==> src/rtl/list_cmd_queue_pkg.sv <==
// list_cmd_queue_pkg
//   Shared types for the list command front-end: the 3-bit list opcode
//   encoding, the front-end FSM state type and the index-width helper.
//   No ports (package).
package list_cmd_queue_pkg;

    typedef enum logic [2:0] {
        OP_READ     = 3'd0,
        OP_WRITE    = 3'd1,
        OP_FIND_ALL = 3'd2,
        OP_FIND_1ST = 3'd3,
        OP_SUM      = 3'd4,
        OP_SORT_ASC = 3'd5,
        OP_SORT_DES = 3'd6,
        OP_ILLEGAL  = 3'd7
    } list_op_e;

    typedef enum logic [1:0] {
        ST_IDLE,
        ST_ISSUE,
        ST_WAIT,
        ST_RESP
    } state_e;

    // Index must be able to express LENGTH itself so out-of-range is visible.
    function automatic int calc_len_width(input int length);
        return $clog2(length + 1);
    endfunction

endpackage

==> src/rtl/list_cmd_queue_if.sv <==
// list_cmd_queue_if
//   Command (producer -> queue) and response (queue -> consumer) valid/ready
//   channels of the list command front-end.
//   cmd_valid/cmd_ready/cmd_op/cmd_data/cmd_index : command channel
//   rsp_valid/rsp_ready/rsp_data/rsp_error        : response channel
//   master: producer/consumer side; slave: the queue.
//   LENGTH_WIDTH must equal calc_len_width(LENGTH) of the attached queue.
interface list_cmd_queue_if #(
    parameter int DATA_WIDTH   = 32,
    parameter int LENGTH_WIDTH = 4
);
    logic                             cmd_valid;
    logic                             cmd_ready;
    logic [2:0]                       cmd_op;
    logic [DATA_WIDTH-1:0]            cmd_data;
    logic [LENGTH_WIDTH-1:0]          cmd_index;
    logic                             rsp_valid;
    logic                             rsp_ready;
    logic [LENGTH_WIDTH+DATA_WIDTH-1:0] rsp_data;
    logic                             rsp_error;

    modport master (
        output cmd_valid, cmd_op, cmd_data, cmd_index, rsp_ready,
        input  cmd_ready, rsp_valid, rsp_data, rsp_error
    );

    modport slave (
        input  cmd_valid, cmd_op, cmd_data, cmd_index, rsp_ready,
        output cmd_ready, rsp_valid, rsp_data, rsp_error
    );
endinterface

==> src/rtl/list_cmd_queue_fifo.sv <==
// list_cmd_queue_fifo
//   Synchronous command FIFO, DEPTH entries (power of 2, >= 2), no bypass.
//   clk, rst     : clock, synchronous active-high reset (empties the FIFO)
//   push, din    : write request/data, ignored while full
//   pop, dout    : read request / head entry (valid while !empty)
//   full, empty  : occupancy flags derived from the internal count
module list_cmd_queue_fifo #(
    parameter int WIDTH = 8,
    parameter int DEPTH = 4
) (
    input  logic             clk,
    input  logic             rst,
    input  logic             push,
    input  logic [WIDTH-1:0] din,
    input  logic             pop,
    output logic [WIDTH-1:0] dout,
    output logic             full,
    output logic             empty
);
    localparam int AW = $clog2(DEPTH);

    logic [WIDTH-1:0] mem_q [DEPTH];
    logic [AW:0]      wr_ptr_q, wr_ptr_d, rd_ptr_q, rd_ptr_d, count;
    logic             do_push, do_pop;

    // Pointers carry one extra wrap bit so full and empty differ.
    assign count   = wr_ptr_q - rd_ptr_q;
    assign full    = (count == (AW+1)'(DEPTH));
    assign empty   = (count == '0);
    // Full is judged on the registered count: a same-cycle pop does not free a slot.
    assign do_push = push && !full;
    assign do_pop  = pop && !empty;
    assign dout    = mem_q[rd_ptr_q[AW-1:0]];

    always_comb begin
        wr_ptr_d = wr_ptr_q + (AW+1)'(do_push);
        rd_ptr_d = rd_ptr_q + (AW+1)'(do_pop);
    end

    always_ff @(posedge clk) begin
        if (rst) begin
            wr_ptr_q <= '0;
            rd_ptr_q <= '0;
        end else begin
            wr_ptr_q <= wr_ptr_d;
            rd_ptr_q <= rd_ptr_d;
        end
    end

    always_ff @(posedge clk) begin
        if (do_push) mem_q[wr_ptr_q[AW-1:0]] <= din;
    end
endmodule

==> src/rtl/list_cmd_queue.sv <==
// list_cmd_queue
//   Command front-end owning the list block's op inputs. Buffers commands in
//   a FIFO, prechecks them, issues one at a time with a single-cycle op_en,
//   waits for op_done and returns the list's result on the response channel.
//   clk, rst       : clock, synchronous active-high reset
//   bus (slave)    : cmd_* valid/ready command in, rsp_* valid/ready response out
//   list_op_sel/list_op_en/list_data_in/list_index_in : drive the list
//   list_data_out/list_op_done/list_op_error          : from the list
//   Optional macro LIST_CMD_TIMEOUT_EN: WAIT gives up after TIMEOUT_CYCLES
//   cycles with an error response; without it WAIT holds indefinitely.
module list_cmd_queue
    import list_cmd_queue_pkg::*;
#(
    parameter int  DATA_WIDTH     = 32,
    parameter int  LENGTH         = 8,
    parameter int  FIFO_DEPTH     = 4,
    parameter int  TIMEOUT_CYCLES = 64,
    localparam int LENGTH_WIDTH   = calc_len_width(LENGTH)
) (
    input  logic                               clk,
    input  logic                               rst,
    list_cmd_queue_if.slave                    bus,
    output logic [2:0]                         list_op_sel,
    output logic                               list_op_en,
    output logic [DATA_WIDTH-1:0]              list_data_in,
    output logic [LENGTH_WIDTH-1:0]            list_index_in,
    input  logic [LENGTH_WIDTH+DATA_WIDTH-1:0] list_data_out,
    input  logic                               list_op_done,
    input  logic                               list_op_error
);
    localparam int CMD_W = 3 + DATA_WIDTH + LENGTH_WIDTH;
    localparam int RSP_W = LENGTH_WIDTH + DATA_WIDTH;

    logic                    fifo_full, fifo_empty, fifo_pop;
    logic [CMD_W-1:0]        fifo_head;
    logic [2:0]              head_op;
    logic [DATA_WIDTH-1:0]   head_data;
    logic [LENGTH_WIDTH-1:0] head_index;
    logic                    precheck_ok;

    state_e                  state_q, state_d;
    logic [2:0]              op_q, op_d;
    logic [DATA_WIDTH-1:0]   data_q, data_d;
    logic [LENGTH_WIDTH-1:0] index_q, index_d;
    logic [RSP_W-1:0]        rsp_data_q, rsp_data_d;
    logic                    rsp_error_q, rsp_error_d;

`ifdef LIST_CMD_TIMEOUT_EN
    localparam int WCNT_W = $clog2(TIMEOUT_CYCLES + 1);
    logic [WCNT_W-1:0]       wait_cnt_q, wait_cnt_d;
`endif

    list_cmd_queue_fifo #(
        .WIDTH (CMD_W),
        .DEPTH (FIFO_DEPTH)
    ) u_fifo (
        .clk   (clk),
        .rst   (rst),
        .push  (bus.cmd_valid),
        .din   ({bus.cmd_op, bus.cmd_data, bus.cmd_index}),
        .pop   (fifo_pop),
        .dout  (fifo_head),
        .full  (fifo_full),
        .empty (fifo_empty)
    );

    assign bus.cmd_ready = !fifo_full;
    assign head_op       = fifo_head[CMD_W-1 -: 3];
    assign head_data     = fifo_head[LENGTH_WIDTH +: DATA_WIDTH];
    assign head_index    = fifo_head[LENGTH_WIDTH-1:0];

    // Only READ/WRITE address a single element; the other ops ignore index.
    assign precheck_ok = !((head_op == OP_ILLEGAL) ||
                           (((head_op == OP_READ) || (head_op == OP_WRITE)) &&
                            (head_index >= LENGTH_WIDTH'(LENGTH))));

    always_comb begin
        state_d     = state_q;
        op_d        = op_q;
        data_d      = data_q;
        index_d     = index_q;
        rsp_data_d  = rsp_data_q;
        rsp_error_d = rsp_error_q;
        fifo_pop    = 1'b0;
`ifdef LIST_CMD_TIMEOUT_EN
        wait_cnt_d  = wait_cnt_q;
`endif
        case (state_q)
            ST_IDLE: begin
                if (!fifo_empty) begin
                    fifo_pop = 1'b1;
                    if (precheck_ok) begin
                        op_d    = head_op;
                        data_d  = head_data;
                        index_d = head_index;
                        state_d = ST_ISSUE;
                    end else begin
                        rsp_data_d  = '0;
                        rsp_error_d = 1'b1;
                        state_d     = ST_RESP;
                    end
                end
            end
            ST_ISSUE: begin
                state_d = ST_WAIT;
`ifdef LIST_CMD_TIMEOUT_EN
                wait_cnt_d = '0;
`endif
            end
            ST_WAIT: begin
                // op_done takes priority over an expiring timeout.
                if (list_op_done) begin
                    rsp_data_d  = list_data_out;
                    rsp_error_d = list_op_error;
                    state_d     = ST_RESP;
                end
`ifdef LIST_CMD_TIMEOUT_EN
                else if (wait_cnt_q == WCNT_W'(TIMEOUT_CYCLES - 1)) begin
                    rsp_data_d  = '0;
                    rsp_error_d = 1'b1;
                    state_d     = ST_RESP;
                end else begin
                    wait_cnt_d = wait_cnt_q + 1'b1;
                end
`endif
            end
            ST_RESP: begin
                if (bus.rsp_ready) state_d = ST_IDLE;
            end
            default: state_d = ST_IDLE;
        endcase
    end

    always_ff @(posedge clk) begin
        if (rst) begin
            state_q     <= ST_IDLE;
            op_q        <= '0;
            data_q      <= '0;
            index_q     <= '0;
            rsp_data_q  <= '0;
            rsp_error_q <= 1'b0;
`ifdef LIST_CMD_TIMEOUT_EN
            wait_cnt_q  <= '0;
`endif
        end else begin
            state_q     <= state_d;
            op_q        <= op_d;
            data_q      <= data_d;
            index_q     <= index_d;
            rsp_data_q  <= rsp_data_d;
            rsp_error_q <= rsp_error_d;
`ifdef LIST_CMD_TIMEOUT_EN
            wait_cnt_q  <= wait_cnt_d;
`endif
        end
    end

    assign list_op_sel   = op_q;
    assign list_op_en    = (state_q == ST_ISSUE);
    assign list_data_in  = data_q;
    assign list_index_in = index_q;
    assign bus.rsp_valid = (state_q == ST_RESP);
    assign bus.rsp_data  = rsp_data_q;
    assign bus.rsp_error = rsp_error_q;
endmodule

==> src/flat_wrapper.sv <==
// flat-port wrapper written by rule: the top's interface ports become plain ports
module list_cmd_queue_flat import list_cmd_queue_pkg::*;
#(
    parameter int  DATA_WIDTH     = 32,
    parameter int  LENGTH         = 8,
    parameter int  FIFO_DEPTH     = 4,
    parameter int  TIMEOUT_CYCLES = 64,
    localparam int LENGTH_WIDTH   = calc_len_width(LENGTH)
)
  (clk, rst, list_op_sel, list_op_en, list_data_in, list_index_in, list_data_out, list_op_done, list_op_error, bus_cmd_valid, bus_cmd_op, bus_cmd_data, bus_cmd_index, bus_rsp_ready, bus_cmd_ready, bus_rsp_valid, bus_rsp_data, bus_rsp_error);
  list_cmd_queue_if #(.DATA_WIDTH(DATA_WIDTH), .LENGTH_WIDTH((4))) bus_i ();
  input  logic clk;
  input  logic rst;
  output logic [2:0] list_op_sel;
  output logic list_op_en;
  output logic [DATA_WIDTH-1:0] list_data_in;
  output logic [LENGTH_WIDTH-1:0] list_index_in;
  input  logic [LENGTH_WIDTH+DATA_WIDTH-1:0] list_data_out;
  input  logic list_op_done;
  input  logic list_op_error;
  input wire logic [$bits(bus_i.cmd_valid)-1:0] bus_cmd_valid;
  input wire logic [$bits(bus_i.cmd_op)-1:0] bus_cmd_op;
  input wire logic [$bits(bus_i.cmd_data)-1:0] bus_cmd_data;
  input wire logic [$bits(bus_i.cmd_index)-1:0] bus_cmd_index;
  input wire logic [$bits(bus_i.rsp_ready)-1:0] bus_rsp_ready;
  output wire logic [$bits(bus_i.cmd_ready)-1:0] bus_cmd_ready;
  output wire logic [$bits(bus_i.rsp_valid)-1:0] bus_rsp_valid;
  output wire logic [$bits(bus_i.rsp_data)-1:0] bus_rsp_data;
  output wire logic [$bits(bus_i.rsp_error)-1:0] bus_rsp_error;
  assign bus_i.cmd_valid = bus_cmd_valid;
  assign bus_i.cmd_op = bus_cmd_op;
  assign bus_i.cmd_data = bus_cmd_data;
  assign bus_i.cmd_index = bus_cmd_index;
  assign bus_i.rsp_ready = bus_rsp_ready;
  assign bus_cmd_ready = bus_i.cmd_ready;
  assign bus_rsp_valid = bus_i.rsp_valid;
  assign bus_rsp_data = bus_i.rsp_data;
  assign bus_rsp_error = bus_i.rsp_error;
  list_cmd_queue #(.DATA_WIDTH(DATA_WIDTH), .LENGTH(LENGTH), .FIFO_DEPTH(FIFO_DEPTH), .TIMEOUT_CYCLES(TIMEOUT_CYCLES)) u_core (.clk(clk), .rst(rst), .bus(bus_i), .list_op_sel(list_op_sel), .list_op_en(list_op_en), .list_data_in(list_data_in), .list_index_in(list_index_in), .list_data_out(list_data_out), .list_op_done(list_op_done), .list_op_error(list_op_error));
endmodule
==> config.mk <==
export PLATFORM = sky130hd
export DESIGN_NAME = list_cmd_queue_flat
export DESIGN_NICKNAME = d
export VERILOG_FILES = /design/src/rtl/list_cmd_queue_pkg.sv /design/src/rtl/list_cmd_queue_if.sv /design/src/rtl/list_cmd_queue_fifo.sv /design/src/rtl/list_cmd_queue.sv /design/src/flat_wrapper.sv
export SDC_FILE = /design/constraint.sdc
export NUM_CORES = 1
export LEC_CHECK = 0
export ABC_AREA = 1
export CAP_MARGIN = 20
export CORE_ASPECT_RATIO = 0.75
export CORE_MARGIN = 10
export CORE_UTILIZATION = 35
export CTS_CLUSTER_SIZE = 14
export DETAILED_ROUTE_END_ITERATION = 12
export PLACE_DENSITY = 0.66
export SYNTH_ARGS = -nofsm -noshare
export SYNTH_HDL_FRONTEND = slang
export SYNTH_HIERARCHICAL = 1
export SYNTH_SLANG_ARGS = --single-unit
==> constraint.sdc <==
create_clock -name clk -period 4.4 [get_ports clk]
set_clock_uncertainty 0.05 [all_clocks]
set_input_delay 0.88 -clock clk [delete_from_list [all_inputs] [get_ports clk]]
set_output_delay 0.88 -clock clk [all_outputs]
set_load 0.005 [all_outputs]
; Word level (Yosys, flattened, before mapping)
; Memories as Yosys holds them, arrays and structs flattened. A register that Yosys moved wholly into a read port is not among the register bits.
; Cells that the tools add are included.
[totals]
regBits = 84
ram_bits = 156
in_bits = 81
output_inout_bits = 79
elab_cells = 57
n_memories = 1
[op_classes]
addsub = 3
n_lt_le_gt_ge = 1
n_eq_ne = 10
n_mux = 18
bitwise = 2
n_reduce_logical = 14
[mem_list]
columns = name, words, word_bits, rd, rd_clocked_by_memory_dff, write_ports, line_no
row1 = u_core.u_fifo.mem_q, 4, 39, 1, 1, 1, list_cmd_queue_fifo.sv:22  ; logic [WIDTH-1:0] mem_q [DEPTH];
[op_table]
columns = operator, count
row1 = $mux 36, 3
row2 = $pmux 36 s2, 1
row3 = $mux 2, 5
row4 = $pmux 2 s4, 1
row5 = $mux 1, 7
row6 = $add 3x1->3, 2
row7 = $eq 3x3->1 const B, 2
row8 = $logic_not 3->1, 2
row9 = $ne 2x2->1 const B, 3
row10 = $reduce_and 3->1, 2
row11 = $eq 2x2->1 const B, 2
row12 = $ge 4x4->1 const B, 1
row13 = $reduce_and 4->1, 1
row14 = $eq 3x1->1 const B, 1
row15 = $logic_and 1x1->1, 3
row16 = $sub 3x3->3, 1
row17 = $eq 2x1->1 const B, 1
row18 = $logic_not 1->1, 2
row19 = $logic_not 2->1, 1
row20 = $logic_or 1x1->1, 2
row21 = $ne 2x1->1 const B, 1
row22 = $not 1->1, 2
row23 = $pmux 1 s2, 1
row24 = $reduce_bool 2->1, 1

; Depth between registers and ports, before layout
; Gate-level depths: netlist (run 1).
[depth]
depth_word = 7
ltp_mapped = 17
ltp_nobuf = 16

; Hierarchy
; Netlist (run 1), hierarchy kept.
[modules_own_cells]
columns = module, instances, cells_each, area_each_um2, seq_area_each_um2
row1 = list_cmd_queue_fifo, 1, 438, 6167.2, 4804.6
row2 = list_cmd_queue, 1, 571, 3550.9, 1561.5

; Worst setup path after synthesis (run 1)
; Ideal clock, no wire load.
[synth_timing]
path_type = reg2reg
startpoint = register u_core.u_fifo.rd_ptr_q[1]
endpoint = memory u_core/u_fifo/mem_q[0][0] (netlist bit), enable pin
setup_ps = 435
arrival_ps = 2933
required_time_ps = 3915
path_slack_ps = 981
stages_incl_launch_ff = 9
path_buffers = 1
period_less_slack_ps = 3419
path_cell_list = dfxtp_1 > inv_1 > buf_2 > ha_1 > a21oi_1 > nand2_1 > nand3_1 > nand2_1 > nor2_1
[synth_via]
elab_chain_cells = 6
[synth_lines]
columns = item, line_no
row1 = "start, declared", list_cmd_queue_fifo.sv:23  ; logic [AW:0] wr_ptr_q, wr_ptr_d, rd_ptr_q, rd_ptr_d, count;
row2 = "start signal, assigned", list_cmd_queue_fifo.sv:46  ; rd_ptr_q <= rd_ptr_d;
row3 = $sub 3x3->3, list_cmd_queue_fifo.sv:27  ; assign count = wr_ptr_q - rd_ptr_q;
row4 = $eq 3x3->1, list_cmd_queue_fifo.sv:28  ; assign full = (count == (AW+1)'(DEPTH));
row5 = $logic_not 1->1, list_cmd_queue_fifo.sv:31  ; assign do_push = push && !full;
row6 = $logic_and 1x1->1, list_cmd_queue_fifo.sv:31
row7 = $mux 1, list_cmd_queue_fifo.sv:51  ; if (do_push) mem_q[wr_ptr_q[AW-1:0]] <= din;
row8 = $mux 1 (implied by the code), list_cmd_queue_fifo.sv:51
row9 = "end, declared", list_cmd_queue_fifo.sv:22
; No other way between the ends.

; Worst setup path in the final report (run 1)
[layout_timing]
startpoint = register u_core.u_fifo.rd_ptr_q[1]
endpoint = output bus_cmd_ready
[layout_via]
elab_chain_cells = 3
[layout_lines]
columns = item, line_no
row1 = $sub 3x3->3, list_cmd_queue_fifo.sv:27
row2 = $eq 3x3->1, list_cmd_queue_fifo.sv:28
row3 = named net u_core.fifo_full, list_cmd_queue.sv:34  ; logic fifo_full, fifo_empty, fifo_pop;
row4 = $logic_not 1->1, list_cmd_queue.sv:67  ; assign bus.cmd_ready = !fifo_full;
row5 = "end, declared", flat_wrapper.sv:26  ; output wire logic [$bits(bus_i.cmd_ready)-1:0] bus_cmd_ready;
; The timed path passes the listed nets, and every way through them passes these cells.

==> metrics.txt, run 1 <==
pins over their slew limit=0; CTS tree=done; DR vias/cell=about 4.6; actual slew at the worst max-slew pin=0.822 ns; total grt overflow=0; Hold Path Cell Cnt=2; # rows=52; commonest cells in the netlist=nor2_1 (229), nand2_1 (201), edfxtp_1 (156), inv_1 (108), dfxtp_1 (84); WP depth=8; ANT cells=0; share of post-route cells with drive strength above 1=between 5 and 6%; clk buf depth=3; Top FF cell, synth=edfxtp_1; Leak Pwr=5.07 nW; max frequency=~280 MHz; r2r endpoint=u_core/bus.rsp_data[33]; Arrival @ worst endpoint=roughly 2.6 ns; final hold vios=0; Tot GR Track Use=13.1%; first-pass GRT wire length=around 36 mm; setup repair bufs after CTS=0; DR pass1 iterations=6; crit path cell chain=inv_1, ha_1, a21oi_1, nand2_1, nand3_1, inv_1, inv_1, clkdlybuf4s50_1; Avg Cell Area, Syn=slightly below 10 um^2; most common cell in the netlist=nor2_1; CP Launch Point=u_core/u_fifo/rd_ptr_q[1]; sequential area share after synthesis=between 60% and 70%; mapped cell area=about 10000 um^2; Post-CTS Resized=0; TNS Setup=0 ns; Comb pwr share=about a third; Mapped Nets=about 1100; outcome=finished, final reports clean; Clock power frac=between 20% and 30%; Max-cap violations=0; NetSw=2.59 mW; area of the multi-input gates=approximately 2700 um^2; clk slew on worst S/H paths=~0.060 ns; area growth from synthesis to layout=28.3%; Worst Path Required=approximately 3.5 ns; flops & latches, synth=240; fin nets=approximately 1200; Startpoint Class=flip-flop; Synth area leader=edfxtp_1; worst hold slack=0.396 ns; sequential standard cell area=6370 um^2; internal power=~5.2 mW; Hold EP=u_core/list_index_in[3]; initial antenna violation count=1; slowest cell on the critical path=clkdlybuf4s50_1; WL/cell=between 15 and 20 um; cell family with the largest share of critical-path delay=buffers and inverters; Die X=between 200 and 250 um; root buffer cell=clkbuf_16; r2r startpoint=u_core/u_fifo/rd_ptr_q[0]; VDD IR max=approximately 0.26 mV; switching fraction of total power=approximately 33%; DRT Wirelength=between 20 and 25 mm; R2R Setup Slk=1.00 ns; EDFF count, synth=156; min Tclk post-route=roughly 3.6 ns; Iter 0 DRT Violations=about 440; Hold Buf Count CTS=0; core box area=27200 um^2; Initial Utilization=between 30% and 40%; hpwl dp=approximately 15 mm; # setup viols final=0; die extent in y=approximately 160 um; R2R depth=10; Synth Warn #=6; Port Buf Inserts=~160; I/O Pins=160; Cells after Synth=around 1000; Fillers=between 2000 and 3000; CP most frequent cell=inv_1; H-tree depth=1; largest net degree at the start of global routing=just under 80; unrepaired setup endpoints after global routing=no; Slowest Stage Delay on Critical Path=~0.52 ns; clk_lat worst skew=between 0.5 and 0.6 ns; worst hold start=u_core/list_index_in[3]; remaining antenna violation count=0; period utilization=between 80% and 90%; via count=around 7000; sequential power share=38.9%; total CTS buffers=25; critical path class=flip-flop to output port; Post-synth ARST share=0%; min-delay worst type=flip-flop to flip-flop; leading post-synthesis cells by cell area=edfxtp_1 (48%), dfxtp_1 (17%), nor2_1 (8.8%); worst-path fanout max=18; share of the synthesized area in the top cell type=between 40% and 50%; vias in the first global route=approximately 6700; Cell variety after synth=23; Final GP Congestion=between 0.7 and 0.8; Pwr Density=approximately 620 nW/um^2; Slew Limit Headroom=a little under half; DR DRC count=0; CP endpoint kind=output port; WP buf/inv=4; die area=34900 um^2; CTS sink cnt=between 200 and 250
==> worst register-to-register path: stages (launching register included) <==
cell	delay [ns]
dfxtp_2	0.78
buf_4	0.52
o21ai_0	0.17
o22ai_1	0.29
nand3_1	0.19
nand3_1	0.13
buf_4	0.31
nand2_2	0.49
nand2_1	0.22
nand2_1	0.07
nor2_1	0.12
==> worst max-delay path by stage <==
stage / end
after global placement: u_core/bus.rsp_data[6]
after global routing: u_core/bus.rsp_data[33]
after detailed placement: u_core/bus.rsp_data[22]
final: bus_cmd_ready
after CTS: bus_cmd_ready
after floorplan: u_core/u_fifo/mem_q[0][0]
==> power groups by stage <==
stage                     Sequential (mW)  Combinational [mW]  Clock (mW)
after CTS                            3.02                2.63        2.22
after floorplan                      3.06                1.73           0
after global routing                 3.06                2.97        2.32
after global placement               3.06                2.56           0
after detailed placement             3.07                2.61           0
final                                3.02                2.58        2.16
==> layer usage <==
| layer | global-route usage [%] | up-vias | routed length [um] |
|---|---|---|---|
| li1 | - | 3557 | - |
| met1 | 16.3 | 3294 | 10200 |
| met2 | 22.1 | 120 | 11700 |
| met3 | 3.16 | 38 | 1200 |
| met4 | 3.82 | 2 | 544 |
| met5 | 0 | - | 20 |
==> kinds of logic (layout without fill, tap and decap cells) <==
logic type               after synthesis  after routing  share of synthesized area (%)
AO/OA/AOI/OAI                        136            136                           7.51
XOR/XNOR                               2              2                          0.180
adder cells (fa/ha/maj)               11             11                           1.42
buffers and inverters                165            330                           7.44
flip-flops                           240            240                           65.5
AND/OR/NAND/NOR                      455            455                           17.9
==> stage by stage <==
step	setup WS (ns)	power, mW	util, %	area, um^2	instances
after floorplan	0.981	4.78	-	9720	1009
after global placement	1.14	5.62	42.7	11600	1480
after detailed placement	1.03	5.68	42.7	11600	1480
after CTS	0.819	7.87	45.8	12500	1525
after global routing	0.556	8.36	45.8	12500	1525
final	0.843	7.76	45.8	12500	1525
==> cells in the final DEF (no fill, tap or decap), types with 3 or more instances in the layout <==
cell type,netlist,final
edfxtp_1,156,156
nor2_4,0,4
inv_1,108,108
nand2_1,201,201
clkinv_4,0,3
nor2_1,229,225
clkinvlp_4,0,3
o21ai_0,77,77
ha_1,11,11
clkbuf_1,13,4
clkdlybuf4s50_1,0,159
clkinv_2,0,4
dfxtp_1,84,82
o22ai_1,39,39
bufinv_16,0,4
clkbuf_16,0,25
a21oi_1,19,19
buf_4,7,14
nand3_1,20,20
==> flip-flops by register name (all words and copies together), names as in the netlist <==
| name | count |
|---|---|
| u_core/bus.rsp_data | 36 |
| u_core/list_index_in | 4 |
| u_core/u_fifo/mem_q | 156 |
| u_core/u_fifo/wr_ptr_q | 3 |
| u_core/list_op_sel | 3 |
| u_core/bus.rsp_error | 1 |
| u_core/u_fifo/rd_ptr_q | 3 |
| u_core/list_data_in | 32 |
| u_core/state_q | 2 |
==> area by class of cell <==
class                           instances  area share (%)
Clock buffer                           30            5.25
Clock inverter                         15            1.55
Inverter                              110            3.33
Multi-Input combinational cell        604            21.3
Sequential cell                       240            51.1
Tap cell                              351            3.52
Timing Repair Buffer                  175            13.9
Note: power is estimated with default switching activity, not from simulation.
==> inputs of run 2 (changes only) <==
--- a/config.mk
+++ b/config.mk
@@ -12,7 +12,7 @@
 export CORE_UTILIZATION = 35
 export CTS_CLUSTER_SIZE = 14
 export DETAILED_ROUTE_END_ITERATION = 12
-export PLACE_DENSITY = 0.66
+export PLACE_DENSITY = 0.68
 export SYNTH_ARGS = -nofsm -noshare
 export SYNTH_HDL_FRONTEND = slang
 export SYNTH_HIERARCHICAL = 1
==> constraint.sdc (replaced) <==
create_clock -name clk -period 2.99 [get_ports clk]
set_clock_uncertainty 0.05 [all_clocks]
set_input_delay 0.598 -clock clk [delete_from_list [all_inputs] [get_ports clk]]
set_output_delay 0.598 -clock clk [all_outputs]
set_load 0.005 [all_outputs]
==> run 2 against run 1 <==
  * Clock power is 45% higher
  * Worst hold slack better by 0.0022 ns
  * Sequential share of layout area is 0.14 points lower
  * Sequential cell count stayed put
  * Utilization is 0.16 points higher
  * Setup slack worse by 0.68 ns
  * Critical path depth is 2 higher
  * Non-clock buffer count is 2 higher
  * Final area is 0.34% higher
  * Cell count is 0.26% higher
  * Critical endpoint unchanged
  * Combinational power is 50% higher
==> metrics.txt, run 2 (same netlist as run 1, synthesis figures left out) <==
fin nets=1250 (+0.16%); Initial Utilization=35.7% (unchanged); via count=7019 (+0.11%); DR DRC count=0 (unchanged); Fillers=2512 (-2.5%); Finished Cell Area=12500 um^2 (+0.34%); WL/cell=15.6 um (+0.42%); CTS sink cnt=240 (unchanged); core box area=27200 um^2 (unchanged); setup ws final=0.161 ns (-0.682 ns); # setup viols final=0 (unchanged); Pwr Density=914 nW/um^2 (+47%); Slew Limit Headroom=61.1% (+16 points); vias in the first global route=6470 (-2.9%); Worst Path Required=2.34 ns (-1.13 ns); Port Buf Inserts=159 (unchanged); sequential standard cell area=6370 um^2 (about the same); Startpoint Class=flip-flop; H-tree depth=1 (unchanged); clk buf depth=3 (unchanged); die area=34900 um^2 (unchanged); Final GP Congestion=0.737 (+2.1%); worst-path fanout max=4 (-14); share of post-route cells with drive strength above 1=5.70% (+0.080 points); hpwl dp=15.1 mm (-2.2%); Hold Path Cell Cnt=2 (unchanged); Die X=212 um (unchanged); R2R depth=10 (unchanged); Tot GR Track Use=13.1% (about the same); area growth from synthesis to layout=28.7%; Tot Pwr=11.4 mW (+47%); TNS Setup=0 ns (unchanged); remaining antenna violation count=0 (unchanged); final hold vios=0 (unchanged); critical path class=flip-flop to output port; pins over their slew limit=0 (unchanged); first-pass GRT wire length=36.5 mm (+0.23%); die extent in y=164 um (unchanged); max FFs per register=156 (unchanged); unrepaired setup endpoints after global routing=no; CTS tree=done; CP endpoint kind=output port; Iter 0 DRT Violations=390 (-12%); R2R Setup Slk=0.51 ns (-0.49 ns); min-delay worst type=flip-flop to flip-flop; largest net degree at the start of global routing=56 (-29%); Arrival @ worst endpoint=2.18 ns (-0.45 ns); # rows=52 (unchanged); outcome=finished, final reports clean; min Tclk post-route=~2.8 ns; commonest cells after routing, fill and taps aside=nor2_1 (225), nand2_1 (201), clkdlybuf4s50_1 (159); total CTS buffers=25 (unchanged); max frequency=354 MHz; period utilization=a little over nine tenths; VDD IR max=0.467 mV (+82%); area of the multi-input gates=2660 um^2 (unchanged); Setup WS pre-CTS=0.480 ns (-0.554 ns); clk_lat worst skew=0.52 ns (about the same); Max-cap violations=0 (unchanged); initial antenna violation count=4 (+3); DRT Wirelength=23.8 mm (+0.68%); root buffer cell=clkbuf_16; placed instance area=11700 um^2 (+0.45%); Leak Pwr=5.09 nW (+0.46%); I/O Pins=160 (unchanged); clk slew on worst S/H paths=0.06 ns (about the same); DR vias/cell=4.59 (-0.15%); DR pass1 iterations=5 (-1); commonest non-fill, non-tap cell in the layout=nor2_1; total grt overflow=0 (unchanged); setup repair bufs after CTS=0 (unchanged); actual slew at the worst max-slew pin=0.583 ns (-0.239 ns)
run 2: routing by layer:
metal / wire [um] / up-vias / track usage [%] / part of all wire, %
met5: 34 / - / 0 / 0.14
met4: 650 / 4 / 4.34 / 2.7
met3: 1470 / 40 / 3.20 / 6.2
met2: 11400 / 167 / 21.4 / 48
met1: 10300 / 3241 / 16.6 / 43
li1: - / 3567 / - / -
run 2: path summary, 6_finish.rpt:
| kind | start | end |
|---|---|---|
| max reg2reg | u_core/u_fifo/rd_ptr_q[1] | u_core/list_data_in[18] |
| min reg2reg | u_core/list_index_in[3] | u_core/list_index_in[3] |
| min | u_core/list_index_in[3] | u_core/list_index_in[3] |
| max | u_core/u_fifo/wr_ptr_q[0] | bus_cmd_ready |
run 2: area by class of cell:
| class | instances | area share, % |
|---|---|---|
| timing repair buffer | 177 | 14.3 |
| sequential | 240 | 50.9 |
| multi-input combinational | 604 | 21.3 |
| clock buffer | 33 | 5.48 |
| tap | 351 | 3.51 |
| clock inverter | 11 | 1.12 |
| inverter | 110 | 3.32 |
| antenna | 3 | 0.0600 |
run 2: repair_timing:
item                       CTS  global route
hold buffers                 0             0
setup endpoints to repair    0             1
gates resized for setup      0             2
run 2: critical path, cell delays in order (launching register included):
cell and delay, ns:
dfxtp_1 0.37, inv_1 0.10, ha_1 0.20, inv_1 0.07
nand2_1 0.06, nand2_1 0.05, nand2_1 0.06, nand3_1 0.14
inv_1 0.07, inv_1 0.06, clkdlybuf4s50_1 0.49
run 2: per-stage QoR:
step	utilization [%]	hold slack [ns]	std cells
2_1_floorplan	-	0.392	1009
3_5_place_dp	42.9	0.389	1482
5_1_grt	46.0	0.420	1528
4_1_cts	46.0	0.398	1526
6_report	46.0	0.398	1529
3_3_place_gp	42.9	0.389	1482
run 2: where the power goes:
| group | total [mW] | switching (mW) | internal [mW] |
|---|---|---|---|
| Combinational | 3.87 | 2.35 | 1.51 |
| Clock | 3.13 | 1.26 | 1.88 |
| Sequential | 4.43 | 0.224 | 4.21 |
